## config.mk

```make
export PLATFORM = sky130hd
export DESIGN_NAME = smvm_batch_scheduler_flat
export DESIGN_NICKNAME = d
export VERILOG_FILES = /design/src/rtl/smvm_batch_scheduler_if.sv /design/src/rtl/smvm_batch_scheduler.sv /design/src/flat_wrapper.sv
export SDC_FILE = /design/constraint.sdc
export NUM_CORES = 1
export LEC_CHECK = 0
export ABC_AREA = 0
export CORE_MARGIN = 8
export CORE_UTILIZATION = 55
export CTS_BUF_LIST = sky130_fd_sc_hd__clkbuf_2
export DETAILED_ROUTE_END_ITERATION = 12
export PLACE_DENSITY = 0.8
export SYNTH_ARGS = -nofsm -noshare
export SYNTH_HDL_FRONTEND = slang
export SYNTH_SLANG_ARGS = --single-unit
```

## constraint.sdc

```tcl
create_clock -name clk -period 5 [get_ports clk]
set_input_delay 1 -clock clk [delete_from_list [all_inputs] [get_ports clk]]
set_output_delay 1 -clock clk [all_outputs]
set_load 0.1 [all_outputs]
```

## src/rtl/smvm_batch_scheduler_if.sv

```systemverilog
// Stream, vector-store and batch handshake bundle for the SMVM front end.
interface smvm_batch_scheduler_if #(
  parameter int K  = 4,
  parameter int VW = 8
);
  logic            in_valid;
  logic            in_ready;
  logic [VW-1:0]   val_in;
  logic            ipv_in;
  logic            vec_we;
  logic [6:0]      vec_addr;
  logic [VW-1:0]   vec_data;
  logic            batch_valid;
  logic            batch_ready;
  logic [VW*K-1:0] batch_val;
  logic [7*K-1:0]  batch_col;
  logic [K-1:0]    batch_ipv;
  logic            batch_last;
  logic            frame_done;
  logic            err;

  modport master (
    input  in_valid, val_in, ipv_in,
    input  batch_ready,
    output in_ready,
    output vec_we, vec_addr, vec_data,
    output batch_valid, batch_val,
    output batch_col, batch_ipv,
    output batch_last, frame_done, err
  );

  modport slave (
    output in_valid, val_in, ipv_in,
    output batch_ready,
    input  in_ready,
    input  vec_we, vec_addr, vec_data,
    input  batch_valid, batch_val,
    input  batch_col, batch_ipv,
    input  batch_last, frame_done, err
  );
endinterface

```

## src/rtl/smvm_batch_scheduler.sv

```systemverilog
// Frame parser and K-wide nonzero batcher feeding the SMVM pipeline.
module smvm_batch_scheduler #(
  parameter int K    = 4,
  parameter int VW   = 8,
  parameter int MAXC = 128
) (
  input logic clk,
  input logic rst,
  smvm_batch_scheduler_if.master bus
);
  localparam int SW = (K > 1) ? $clog2(K) : 1;

  typedef enum logic [2:0] {
    IDLE, HDR_COL, VEC, NZ_VAL,
    NZ_IDX, FLUSH, DONE
  } state_t;

  state_t          state;
  logic [VW-1:0]   rows;
  logic [VW-1:0]   cols;
  logic [VW-1:0]   vec_cnt;
  logic [7:0]      rows_seen;
  logic [SW-1:0]   slot_cnt;
  logic [VW-1:0]   asm_val [K];
  logic [6:0]      asm_col [K];
  logic [K-1:0]    asm_ipv;
  logic            asm_full;

  logic            xfer;
  logic            bfree;
  logic            last_slot;
  logic            col_bad;
  logic            load;
  logic [6:0]      idx_col;
  logic [VW-1:0]   idx_val;
  logic [VW*K-1:0] pk_val;
  logic [7*K-1:0]  pk_col;
  logic [K-1:0]    pk_ipv;

  assign bus.in_ready = !rst && !asm_full &&
    (state inside {IDLE, HDR_COL, VEC,
                   NZ_VAL, NZ_IDX});
  assign xfer      = bus.in_valid && bus.in_ready;
  assign bfree     = !bus.batch_valid ||
                     bus.batch_ready;
  assign last_slot = slot_cnt == SW'(K - 1);
  assign col_bad   = VW'(bus.val_in[6:0]) >= cols;
  assign idx_col   = col_bad ? '0 : bus.val_in[6:0];
  assign idx_val   = col_bad ? '0 : asm_val[slot_cnt];

  // One load source per cycle: parked batch, fresh batch, or flush.
  assign load = (asm_full && bfree) ||
                (state == FLUSH && bfree) ||
                (xfer && state == NZ_IDX &&
                 last_slot && bfree);

  always_comb begin
    pk_val = '0;
    pk_col = '0;
    pk_ipv = '0;
    for (int i = 0; i < K; i++) begin
      if (!(state == FLUSH && i >= int'(slot_cnt))) begin
        pk_val[(K-1-i)*VW +: VW] =
          (state == NZ_IDX && i == int'(slot_cnt)) ?
          idx_val : asm_val[i];
        pk_col[(K-1-i)*7 +: 7] =
          (state == NZ_IDX && i == int'(slot_cnt)) ?
          idx_col : asm_col[i];
        pk_ipv[K-1-i] = asm_ipv[i];
      end
    end
  end

  always_ff @(posedge clk) begin
    if (rst) begin
      state           <= IDLE;
      rows            <= '0;
      cols            <= '0;
      vec_cnt         <= '0;
      rows_seen       <= '0;
      slot_cnt        <= '0;
      asm_ipv         <= '0;
      asm_full        <= 1'b0;
      for (int i = 0; i < K; i++) begin
        asm_val[i] <= '0;
        asm_col[i] <= '0;
      end
      bus.vec_we      <= 1'b0;
      bus.vec_addr    <= '0;
      bus.vec_data    <= '0;
      bus.batch_valid <= 1'b0;
      bus.batch_val   <= '0;
      bus.batch_col   <= '0;
      bus.batch_ipv   <= '0;
      bus.batch_last  <= 1'b0;
      bus.frame_done  <= 1'b0;
      bus.err         <= 1'b0;
    end else begin
      bus.vec_we     <= 1'b0;
      bus.frame_done <= 1'b0;
      if (load) begin
        bus.batch_valid <= 1'b1;
        bus.batch_val   <= pk_val;
        bus.batch_col   <= pk_col;
        bus.batch_ipv   <= pk_ipv;
        bus.batch_last  <= state == FLUSH;
      end else if (bus.batch_valid && bus.batch_ready) begin
        bus.batch_valid <= 1'b0;
        bus.batch_last  <= 1'b0;
      end
      if (asm_full && bfree)
        asm_full <= 1'b0;
      unique case (state)
        IDLE:
          if (xfer && bus.val_in != '0) begin
            rows      <= bus.val_in;
            rows_seen <= '0;
            bus.err   <= 1'b0;
            state     <= HDR_COL;
          end
        HDR_COL:
          if (xfer) begin
            cols <= bus.val_in;
            if (bus.val_in == '0 ||
                bus.val_in > VW'(MAXC)) begin
              bus.err <= 1'b1;
              state   <= IDLE;
            end else begin
              vec_cnt <= '0;
              state   <= VEC;
            end
          end
        VEC:
          if (xfer) begin
            bus.vec_we   <= 1'b1;
            bus.vec_addr <= vec_cnt[6:0];
            bus.vec_data <= bus.val_in;
            vec_cnt      <= vec_cnt + 1'b1;
            if (vec_cnt == cols - 1'b1)
              state <= NZ_VAL;
          end
        NZ_VAL:
          if (xfer) begin
            if (bus.val_in != '0) begin
              asm_val[slot_cnt] <= bus.val_in;
              asm_ipv[slot_cnt] <= bus.ipv_in;
              if (bus.ipv_in && rows_seen != 8'hff)
                rows_seen <= rows_seen + 1'b1;
              state <= NZ_IDX;
            end else begin
              state <= FLUSH;
            end
          end
        NZ_IDX:
          if (xfer) begin
            asm_val[slot_cnt] <= idx_val;
            asm_col[slot_cnt] <= idx_col;
            if (col_bad)
              bus.err <= 1'b1;
            slot_cnt <= last_slot ? '0 :
                        slot_cnt + 1'b1;
            if (last_slot && !bfree)
              asm_full <= 1'b1;
            state <= NZ_VAL;
          end
        FLUSH:
          if (bfree) begin
            slot_cnt <= '0;
            state    <= DONE;
          end
        DONE:
          if (bus.batch_valid && bus.batch_ready) begin
            bus.frame_done <= 1'b1;
            if (rows_seen != 8'(rows))
              bus.err <= 1'b1;
            state <= IDLE;
          end
        default: state <= IDLE;
      endcase
    end
  end
endmodule

```

## src/flat_wrapper.sv

```systemverilog
// flat-port wrapper written by rule: the top's interface ports become plain ports
module smvm_batch_scheduler_flat 
#(
  parameter int K    = 4,
  parameter int VW   = 8,
  parameter int MAXC = 128
)
  (clk, rst, bus_in_valid, bus_val_in, bus_ipv_in, bus_batch_ready, bus_in_ready, bus_vec_we, bus_vec_addr, bus_vec_data, bus_batch_valid, bus_batch_val, bus_batch_col, bus_batch_ipv, bus_batch_last, bus_frame_done, bus_err);
  smvm_batch_scheduler_if #(.K(K), .VW(VW)) bus_i ();
  input logic clk;
  input logic rst;
  input wire logic [$bits(bus_i.in_valid)-1:0] bus_in_valid;
  input wire logic [$bits(bus_i.val_in)-1:0] bus_val_in;
  input wire logic [$bits(bus_i.ipv_in)-1:0] bus_ipv_in;
  input wire logic [$bits(bus_i.batch_ready)-1:0] bus_batch_ready;
  output wire logic [$bits(bus_i.in_ready)-1:0] bus_in_ready;
  output wire logic [$bits(bus_i.vec_we)-1:0] bus_vec_we;
  output wire logic [$bits(bus_i.vec_addr)-1:0] bus_vec_addr;
  output wire logic [$bits(bus_i.vec_data)-1:0] bus_vec_data;
  output wire logic [$bits(bus_i.batch_valid)-1:0] bus_batch_valid;
  output wire logic [$bits(bus_i.batch_val)-1:0] bus_batch_val;
  output wire logic [$bits(bus_i.batch_col)-1:0] bus_batch_col;
  output wire logic [$bits(bus_i.batch_ipv)-1:0] bus_batch_ipv;
  output wire logic [$bits(bus_i.batch_last)-1:0] bus_batch_last;
  output wire logic [$bits(bus_i.frame_done)-1:0] bus_frame_done;
  output wire logic [$bits(bus_i.err)-1:0] bus_err;
  assign bus_i.in_valid = bus_in_valid;
  assign bus_i.val_in = bus_val_in;
  assign bus_i.ipv_in = bus_ipv_in;
  assign bus_i.batch_ready = bus_batch_ready;
  assign bus_in_ready = bus_i.in_ready;
  assign bus_vec_we = bus_i.vec_we;
  assign bus_vec_addr = bus_i.vec_addr;
  assign bus_vec_data = bus_i.vec_data;
  assign bus_batch_valid = bus_i.batch_valid;
  assign bus_batch_val = bus_i.batch_val;
  assign bus_batch_col = bus_i.batch_col;
  assign bus_batch_ipv = bus_i.batch_ipv;
  assign bus_batch_last = bus_i.batch_last;
  assign bus_frame_done = bus_i.frame_done;
  assign bus_err = bus_i.err;
  smvm_batch_scheduler #(.K(K), .VW(VW), .MAXC(MAXC)) u_core (.clk(clk), .rst(rst), .bus(bus_i));
endmodule
```

==> out/summary.log <==
INFO  run_status     status=finished clean
INFO  placement      postPlaceCellArea=9310um^2
INFO  clocking       postCtsResizedCells=0
INFO  synthesis      postSynth.topFlopCell=sky130_fd_sc_hd__dfxtp_1
INFO  synthesis      post_synth_instance_area=8210um^2
INFO  routing        routed_metal_1_wire_length=8130um
INFO  setup_path     timing.critical_path.slowest_cell_delay=1.17ns
INFO  routing        highest_routed_metal_layer=met4
INFO  synthesis      synthArstFlopShare=0
INFO  clocking       cts.sink_count=188
INFO  power_and_ir_drop power.density=279nW/um^2
INFO  floorplanning  core_region_area=14600um^2
INFO  routing        detailedRoute.firstPassIterationCount=7
INFO  synthesis      synth-compound-area-share=0.157
INFO  power_and_ir_drop vdd.ir_drop.worst=0.000227V
INFO  synthesis      post_synth_xor_area_fraction=0.0299
INFO  setup_path     regToRegSetupSlack=1.86ns
INFO  clocking       cts_max_path_buffers=2
INFO  setup_path     crit_path_max_delay_cell_type=sky130_fd_sc_hd__clkdlybuf4s50_1
INFO  clocking       tritoncts.num_buffers=17
INFO  floorplanning  floorplan.initialDensity=0.563
INFO  setup_path     worst-path-buf-inv=1
INFO  sta            hold_violations=0
INFO  synthesis      synth_top_family_by_area=simple AND/OR/NAND/NOR gates
INFO  sta            clock-skew-final=0.0246ns
INFO  synthesis      adder_cell_share_of_the_synthesized_area=0.0229
INFO  synthesis      synth_top_area_cell=sky130_fd_sc_hd__dfxtp_1
INFO  floorplanning  fp.dieArea=19100um^2
INFO  sta            setup_viol=0
INFO  synthesis      mean_instance_size_in_the_synthesized_netlist=9.86um^2
INFO  setup_path     crit_fanout=5
INFO  clocking       cts_tree=yes
INFO  global_routing grt_start_max_net_pins=49
INFO  routing        number_of_nets_still_failing_antenna_checks_after_routing=0
INFO  floorplanning  placement_rows=44
INFO  routing        routed-wl-met3=1830um
INFO  synthesis      netlist-cell-type-count=69
INFO  clocking       clock-root-buffer=sky130_fd_sc_hd__clkbuf_2
INFO  synthesis      seq_area_frac_synth=0.531
INFO  routing        wl_per_cell=18.3um
INFO  final_layout   fillCellCount=1184
INFO  sta            tightest_slew=1.04ns
INFO  placement      pre_cts_slack=1.08ns
INFO  setup_path     critical_path.reg2reg.endpoint=u_core.bus.batch_val[5]
INFO  setup_path     cp.depth=1
INFO  setup_path     cp.arrival=2.35ns
INFO  clocking       ctsHtreeMaxLevel=4
INFO  final_layout   drive_gt1_frac=0.0840
INFO  floorplanning  dieHeight=138um
INFO  routing        routed-via-count=6617
INFO  global_routing grt_first_pass_wirelength=33200um
INFO  synthesis      synth.mux.area_fraction=0.0317
INFO  routing        drc_errors=0
INFO  sta            finalCritPeriodShare=0.670
INFO  setup_path     worst_r2r_path_depth=7
INFO  sta            postLayoutSetupSlackWorst=1.65ns
INFO  synthesis      synth_seq_cells=188
INFO  setup_path     startpoint_type=flop
INFO  setup_path     path_cells=clkdlybuf4s50_1
INFO  synthesis      yosys_warnings=0
INFO  synthesis      postSynthNetCount=861
INFO  setup_path     worst_setup_path_end_kind=primary output
INFO  global_routing gr-usage-all-layers=0.212
INFO  sta            fmax=0.298GHz
INFO  floorplanning  io-pin-count=98
INFO  setup_path     critical_path.startpoint=u_core.bus.batch_valid
INFO  sta            worst_slew_margin=0.305
INFO  power_and_ir_drop power.static_leakage=0.00353uW
INFO  clocking       clock_insertion_delay_worst_skew=0.75ns
INFO  synthesis      synthSimpleGateAreaFrac=0.178
INFO  final_layout   area_growth_syn_to_layout=15.6%
INFO  setup_path     critical_path.endpoint=bus_batch_valid
INFO  setup_path     timing.critical_path.required=4.00ns
INFO  placement      port-buffer-count=97
INFO  sta            minimum_clock_period_after_layout=3.35ns
INFO  setup_path     family_with_the_most_delay_on_the_worst_path=buffers and inverters
INFO  setup_path     start_to_end_type_of_the_worst_setup_path=flop to primary output
INFO  routing        route.met2.wl=9930um
INFO  routing        first_iter_violations=650
INFO  final_layout   stdcell_area=9490um^2
INFO  run            drv_cap=0
INFO  routing        vias_per_cell=5.94
INFO  clocking       cts_setup_buffers=0
INFO  clocking       cts.clk_slew.worst_paths=0.23ns
INFO  synthesis      syn-instance-count=833
INFO  global_routing grt_pass1_vias=6350
INFO  synthesis      post-synth-top-count-cell=sky130_fd_sc_hd__nand2_1
INFO  sta            grt_setup_unrepaired=false
INFO  synthesis      synth_largest_type_area_fraction=0.312
INFO  global_routing grt_overflow=0
INFO  global_routing grt_antenna_before_repair=1
INFO  final_layout   finalNetCount=944
INFO  clocking       cts.hold.buffers_added=0
INFO  synthesis      synth_area_leaders=sky130_fd_sc_hd__dfxtp_1 31%, sky130_fd_sc_hd__edfxtp_1 22%, sky130_fd_sc_hd__nand2_1 6.2%
INFO  synthesis      synth_edf_count=60
INFO  placement      globalplace.congestion=0.852
INFO  synthesis      synth.cells.most_frequent=136 x sky130_fd_sc_hd__nand2_1, 128 x sky130_fd_sc_hd__dfxtp_1, 86 x sky130_fd_sc_hd__nor2_1
INFO  setup_path     reg2reg_from=u_core.state[1]
INFO  min_path       worstHoldPathType=flop to flop
INFO  sta            final-max-slew-violation-count=0
INFO  placement      dp.final_hpwl=14600um
INFO  routing        detail_route.wirelength=20400um
INFO  floorplanning  fp.dieW=138um
INFO  sta            finalSetupTns=0ns
## stage by stage
step,hold WS [ns],total power [uW],std cells,util
2_1_floorplan,0.430,1940,833,-
3_3_place_gp,0.423,2030,1081,0.638
3_5_place_dp,0.428,2030,1081,0.638
4_1_cts,0.453,2650,1113,0.650
5_1_grt,0.469,2750,1114,0.651
6_report,0.449,2640,1114,0.651
## metal layers
layer	track usage	vias to the layer above
met1	0.263	3122
met2	0.348	320
met3	0.0517	40
met5	0	-
li1	-	3135
met4	0.0852	0
## tightest hold or removal path: cells and delay by family, from the launching register on
family / cells / cell delay [ns]
DFF: 1 / 0.36
and+or+nand+nor: 2 / 0.09
## logic make-up (layout without fill, tap and decap cells)
kind of cell               Yosys count  in the layout
buffers and inverters               94            190
AOI/OAI and AO/OA                  179            179
muxes                               16             16
and+or+nand+nor                    313            313
xor gates and xnor gates            28             28
adders and majority gates           15             15
other                                0              1
DFF                                188            188
## worst min-delay path by stage
stage	startpoint	endpoint	slack, ns	cells past startpoint
6_report	u_core.bus.batch_val[10]	u_core.bus.batch_val[10]	0.45	2
3_3_place_gp	u_core.bus.batch_val[2]	u_core.bus.batch_val[2]	0.42	2
5_1_grt	u_core.bus.batch_val[2]	u_core.bus.batch_val[2]	0.47	2
4_1_cts	u_core.bus.batch_val[10]	u_core.bus.batch_val[10]	0.45	2
3_5_place_dp	u_core.bus.batch_val[10]	u_core.bus.batch_val[10]	0.43	2
2_1_floorplan	u_core.asm_col[0][0]	u_core.bus.batch_col[21]	0.43	2
## registers in the layout, summed over array words and instances (netlist names), 8 cells and up, named ones only
register and flops:
u_core.rows_seen 8, u_core.asm_val 32, u_core.rows 8, u_core.bus.batch_col 28, u_core.asm_col 28, u_core.bus.vec_data 8
u_core.bus.batch_val 32, u_core.cols 8, u_core.vec_cnt 8
## area by class of cell
type,count,area (um^2),area share
flip-flops and latches,188,4360,0.460
diodes,1,2.50,0.000264
inverters,44,165,0.0174
clock inverters,15,98.8,0.0104
clock buffers,17,85.1,0.00896
repair buffers,114,1090,0.115
well taps,184,230,0.0243
multi-input cells,551,3450,0.364
## placed cells by master, fill, tap and decap left out, types with 4 or more instances in the layout
cell                              netlist  layout
sky130_fd_sc_hd__a211oi_1               4       4
sky130_fd_sc_hd__a21oi_1               51      51
sky130_fd_sc_hd__a222oi_1              23      23
sky130_fd_sc_hd__a22oi_1               45      45
sky130_fd_sc_hd__and2_1                 4       4
sky130_fd_sc_hd__and3_1                 4       4
sky130_fd_sc_hd__buf_4                  1      18
sky130_fd_sc_hd__clkbuf_2               0      17
sky130_fd_sc_hd__clkdlybuf4s50_1        0      95
sky130_fd_sc_hd__clkinv_1               2       5
sky130_fd_sc_hd__dfxtp_1              128     128
sky130_fd_sc_hd__edfxtp_1              60      60
sky130_fd_sc_hd__ha_1                  15      15
sky130_fd_sc_hd__inv_1                 42      42
sky130_fd_sc_hd__mux2i_1                8       8
sky130_fd_sc_hd__mux4_2                 8       8
sky130_fd_sc_hd__nand2_1              136     136
sky130_fd_sc_hd__nand2b_1               8       8
sky130_fd_sc_hd__nand3_1               25      25
sky130_fd_sc_hd__nor2_1                86      85
sky130_fd_sc_hd__nor2b_1                6       6
sky130_fd_sc_hd__nor3_1                 7       7
sky130_fd_sc_hd__o21ai_0               21      21
sky130_fd_sc_hd__o21bai_1               7       7
sky130_fd_sc_hd__or3_1                  6       6
sky130_fd_sc_hd__xnor2_1               18      18
sky130_fd_sc_hd__xor2_1                10      10
## report_power, final
part / internal [uW] / total, uW / switching [uW] / leakage, uW
registers: 1610 / 1660 / 43.5 / 0.00165
clock network: 127 / 638 / 511 / 0.000110
logic: 118 / 349 / 230 / 0.00177
total: 1860 / 2640 / 785 / 0.00353
No activity file was read; power rests on OpenSTA's default activity.
==> edit, RTL diff (same flow settings) <==
`VW` is set to 8 in 3 places; all go to 9.
--- a/src/rtl/smvm_batch_scheduler_if.sv
+++ b/src/rtl/smvm_batch_scheduler_if.sv
@@ -1,7 +1,7 @@
 // Stream, vector-store and batch handshake bundle for the SMVM front end.
 interface smvm_batch_scheduler_if #(
   parameter int K  = 4,
-  parameter int VW = 8
+  parameter int VW = 9
 );
   logic            in_valid;
   logic            in_ready;
--- a/src/rtl/smvm_batch_scheduler.sv
+++ b/src/rtl/smvm_batch_scheduler.sv
@@ -1,7 +1,7 @@
 // Frame parser and K-wide nonzero batcher feeding the SMVM pipeline.
 module smvm_batch_scheduler #(
   parameter int K    = 4,
-  parameter int VW   = 8,
+  parameter int VW   = 9,
   parameter int MAXC = 128
 ) (
   input logic clk,
--- a/src/flat_wrapper.sv
+++ b/src/flat_wrapper.sv
@@ -2,7 +2,7 @@
 module smvm_batch_scheduler_flat 
 #(
   parameter int K    = 4,
-  parameter int VW   = 8,
+  parameter int VW   = 9,
   parameter int MAXC = 128
 )
   (clk, rst, bus_in_valid, bus_val_in, bus_ipv_in, bus_batch_ready, bus_in_ready, bus_vec_we, bus_vec_addr, bus_vec_data, bus_batch_valid, bus_batch_val, bus_batch_col, bus_batch_ipv, bus_batch_last, bus_frame_done, bus_err);
Interface: changed (resized bus_batch_val, bus_val_in and bus_vec_data); port bits go from 98 to 104. No check against the original RTL was run, so the function may have changed too.
==> edit against the unedited design <==
Cell count rose by 7.5%. Non-clock buffer count rose by 11. Sequential cell count rose by 11. Register-to-register slack got worse by 0.12 ns. Critical endpoint unchanged. Routed wire length rose by 11%. Cell area rose by 7.8%. Synthesized area rose by 6.2%. Core utilization rose by 0.070 points. Via count rose by 7.3%. Critical path type unchanged. Setup slack got worse by 0.14 ns.
Power is not compared: it rests on default switching activity, and its combinational part moved more than twofold at a synthesized area within 25%.
==> edit: results (changes against the unedited design) <==
Yosys
  – Sequential fraction of the synthesis area: 53.0% (was 53.1%)
  – Syn nets: 908 (was 861)
  – Post-Syn Area: 8720 um^2 (was 8210 um^2)
  – Most frequent cells after synthesis: dfxtp_1 (135), nand2_1 (111), nor2_1 (94), edfxtp_1 (64), o21ai_0 (57) (was nand2_1 (136), dfxtp_1 (128), nor2_1 (86), edfxtp_1 (60), a21oi_1 (51))
  – Syn avg cell area: 9.92 um^2 (was 9.86 um^2)
  – Post-synthesis mux area share: 3.47% (was 3.17%)
  – Compound-Gate Fraction of Synth Area: 18.8% (was 15.7%)
  – Synth top area cells: dfxtp_1 (31%), edfxtp_1 (22%), nand2_1 (4.8%) (was dfxtp_1 (31%), edfxtp_1 (22%), nand2_1 (6.2%))
  – Netlist cell types: 62 (was 69)
  – XOR/XNOR Fraction of Synth Area: 3.51% (was 2.99%)
  – Area share of fa/ha/maj cells after synthesis: 2.15% (was 2.29%)
  – Post-synth EDFFs: 64 (was 60)

GRT
  – Vias in the first global route: 6,741 (was 6,350)
  – GRT Resource Usage Total: 22.7% (was 21.2%)
  – Largest net degree at the start of global routing: 66 (was 49)
  – First-pass GRT wire length: 35,700 um (was 33,200 um)

Cells and area
  – Final Non-Filler Cells: 1,197 (was 1,114)
  – Fin nets: 997 (was 944)
  – # diodes: 0 (was 1)
  – Largest registers: u_core.asm_val (36), u_core.bus.batch_val (36) (was u_core.asm_val (32), u_core.bus.batch_val (32))
  – Fraction of layout cells with a size suffix above 1: 8.05% (was 8.40%)

STA
  – Worst clock skew: 0.0307 ns (was 0.0246 ns)
  – Final hold slack: 0.475 ns (was 0.449 ns)
  – Worst-Margin Slew: 0.996 ns (was 1.04 ns)

Worst setup path
  – WP data arrival: 2.49 ns (was 2.35 ns)
  – Worst Path Max Fanout: 6 (was 5)
  – CP peak stage delay: 1.19 ns (was 1.17 ns)

Route
  – Vias/cell: 5.93 (was 5.94)
  – First-iteration detailed-routing DRC count: 770 (was 650)

CTS
  – Clk_lat worst skew: 0.81 ns (was 0.75 ns)
  – H-Tree Depth: 4 (unchanged)

Placed design
  – Placed Area: 10,000 um^2 (was 9310 um^2)
  – HPWL Detailed: 15,300 um (was 14,600 um)
  – GPL Wtd Cong: 0.888 (was 0.852)

Status
  – Outcome: complete, no violations (unchanged)
[edit: cell count changes after synthesis, moves of 8 or more]
cell / delta
buf_2: -13
a22o_1: +25
o21ai_0: +36
nand3_1: -9
a21o_1: +26
inv_1: -18
clkbuf_1: +21
a222oi_1: -23
nand4_1: +9
nand2_1: -25
a21oi_1: -10
nor2_1: +8
[edit: path summary, 6_finish.rpt]
| path | startpoint | endpoint | slack, ns | depth (start not counted) |
|---|---|---|---|---|
| worst max register to register | u_core.state[1]$_SDFFE_PP0P_ | u_core.bus.batch_col[14]$_SDFFE_PP0P_ | 1.74 | 7 |
| worst max-delay path | u_core.bus.batch_valid$_SDFFE_PP0P_ | bus_batch_valid | 1.51 | 1 |
| worst min register to register | u_core.bus.vec_addr[3]$_SDFFE_PP0P_ | u_core.bus.vec_addr[3]$_SDFFE_PP0P_ | 0.47 | 2 |
| worst min-delay path | u_core.bus.vec_addr[3]$_SDFFE_PP0P_ | u_core.bus.vec_addr[3]$_SDFFE_PP0P_ | 0.47 | 2 |
[edit: routing by layer]
| layer | GRT usage (%) | share of wire [%] |
|---|---|---|
| met1 | 28.5 | 41 |
| met2 | 36.1 | 47 |
| met3 | 6.14 | 9.2 |
| met4 | 9.89 | 2.9 |
| met5 | 0 | 0 |
[edit: stage by stage]
| stage | util, % | power, W | setup WS, ns |
|---|---|---|---|
| 6_report | 65.1 | 0.00266 | 1.51 |
| 5_1_grt | 65.1 | 0.00275 | 1.41 |
| 4_1_cts | 65.1 | 0.00266 | 1.50 |
| 3_5_place_dp | 63.7 | 0.00190 | 1.10 |
| 3_3_place_gp | 63.7 | 0.00190 | 1.22 |
| 2_1_floorplan | - | 0.00184 | 1.68 |
[edit: report_power, final]
group | internal (W) | switching [W]
combinational | 0.0000540 | 0.000109
sequential | 0.00169 | 0.0000173
clock | 0.000233 | 0.000550
[edit: kinds of logic after synthesis]
group / count (synthesis)
AND/OR/NAND/NOR: 293
AO/OA/AOI/OAI: 239
flip-flops: 199
buffers and inverters: 79
XOR/XNOR: 35
multiplexers: 19
adder cells (fa/ha/maj): 15
[edit: area by class of cell]
class,count,area [um^2]
timing repair buffer,125,1200
fill,1271,5480
clock inverter,15,146
inverter,24,90.1
sequential,199,4620
multi-input combinational,601,3820
tap,216,270
clock buffer,17,85.1
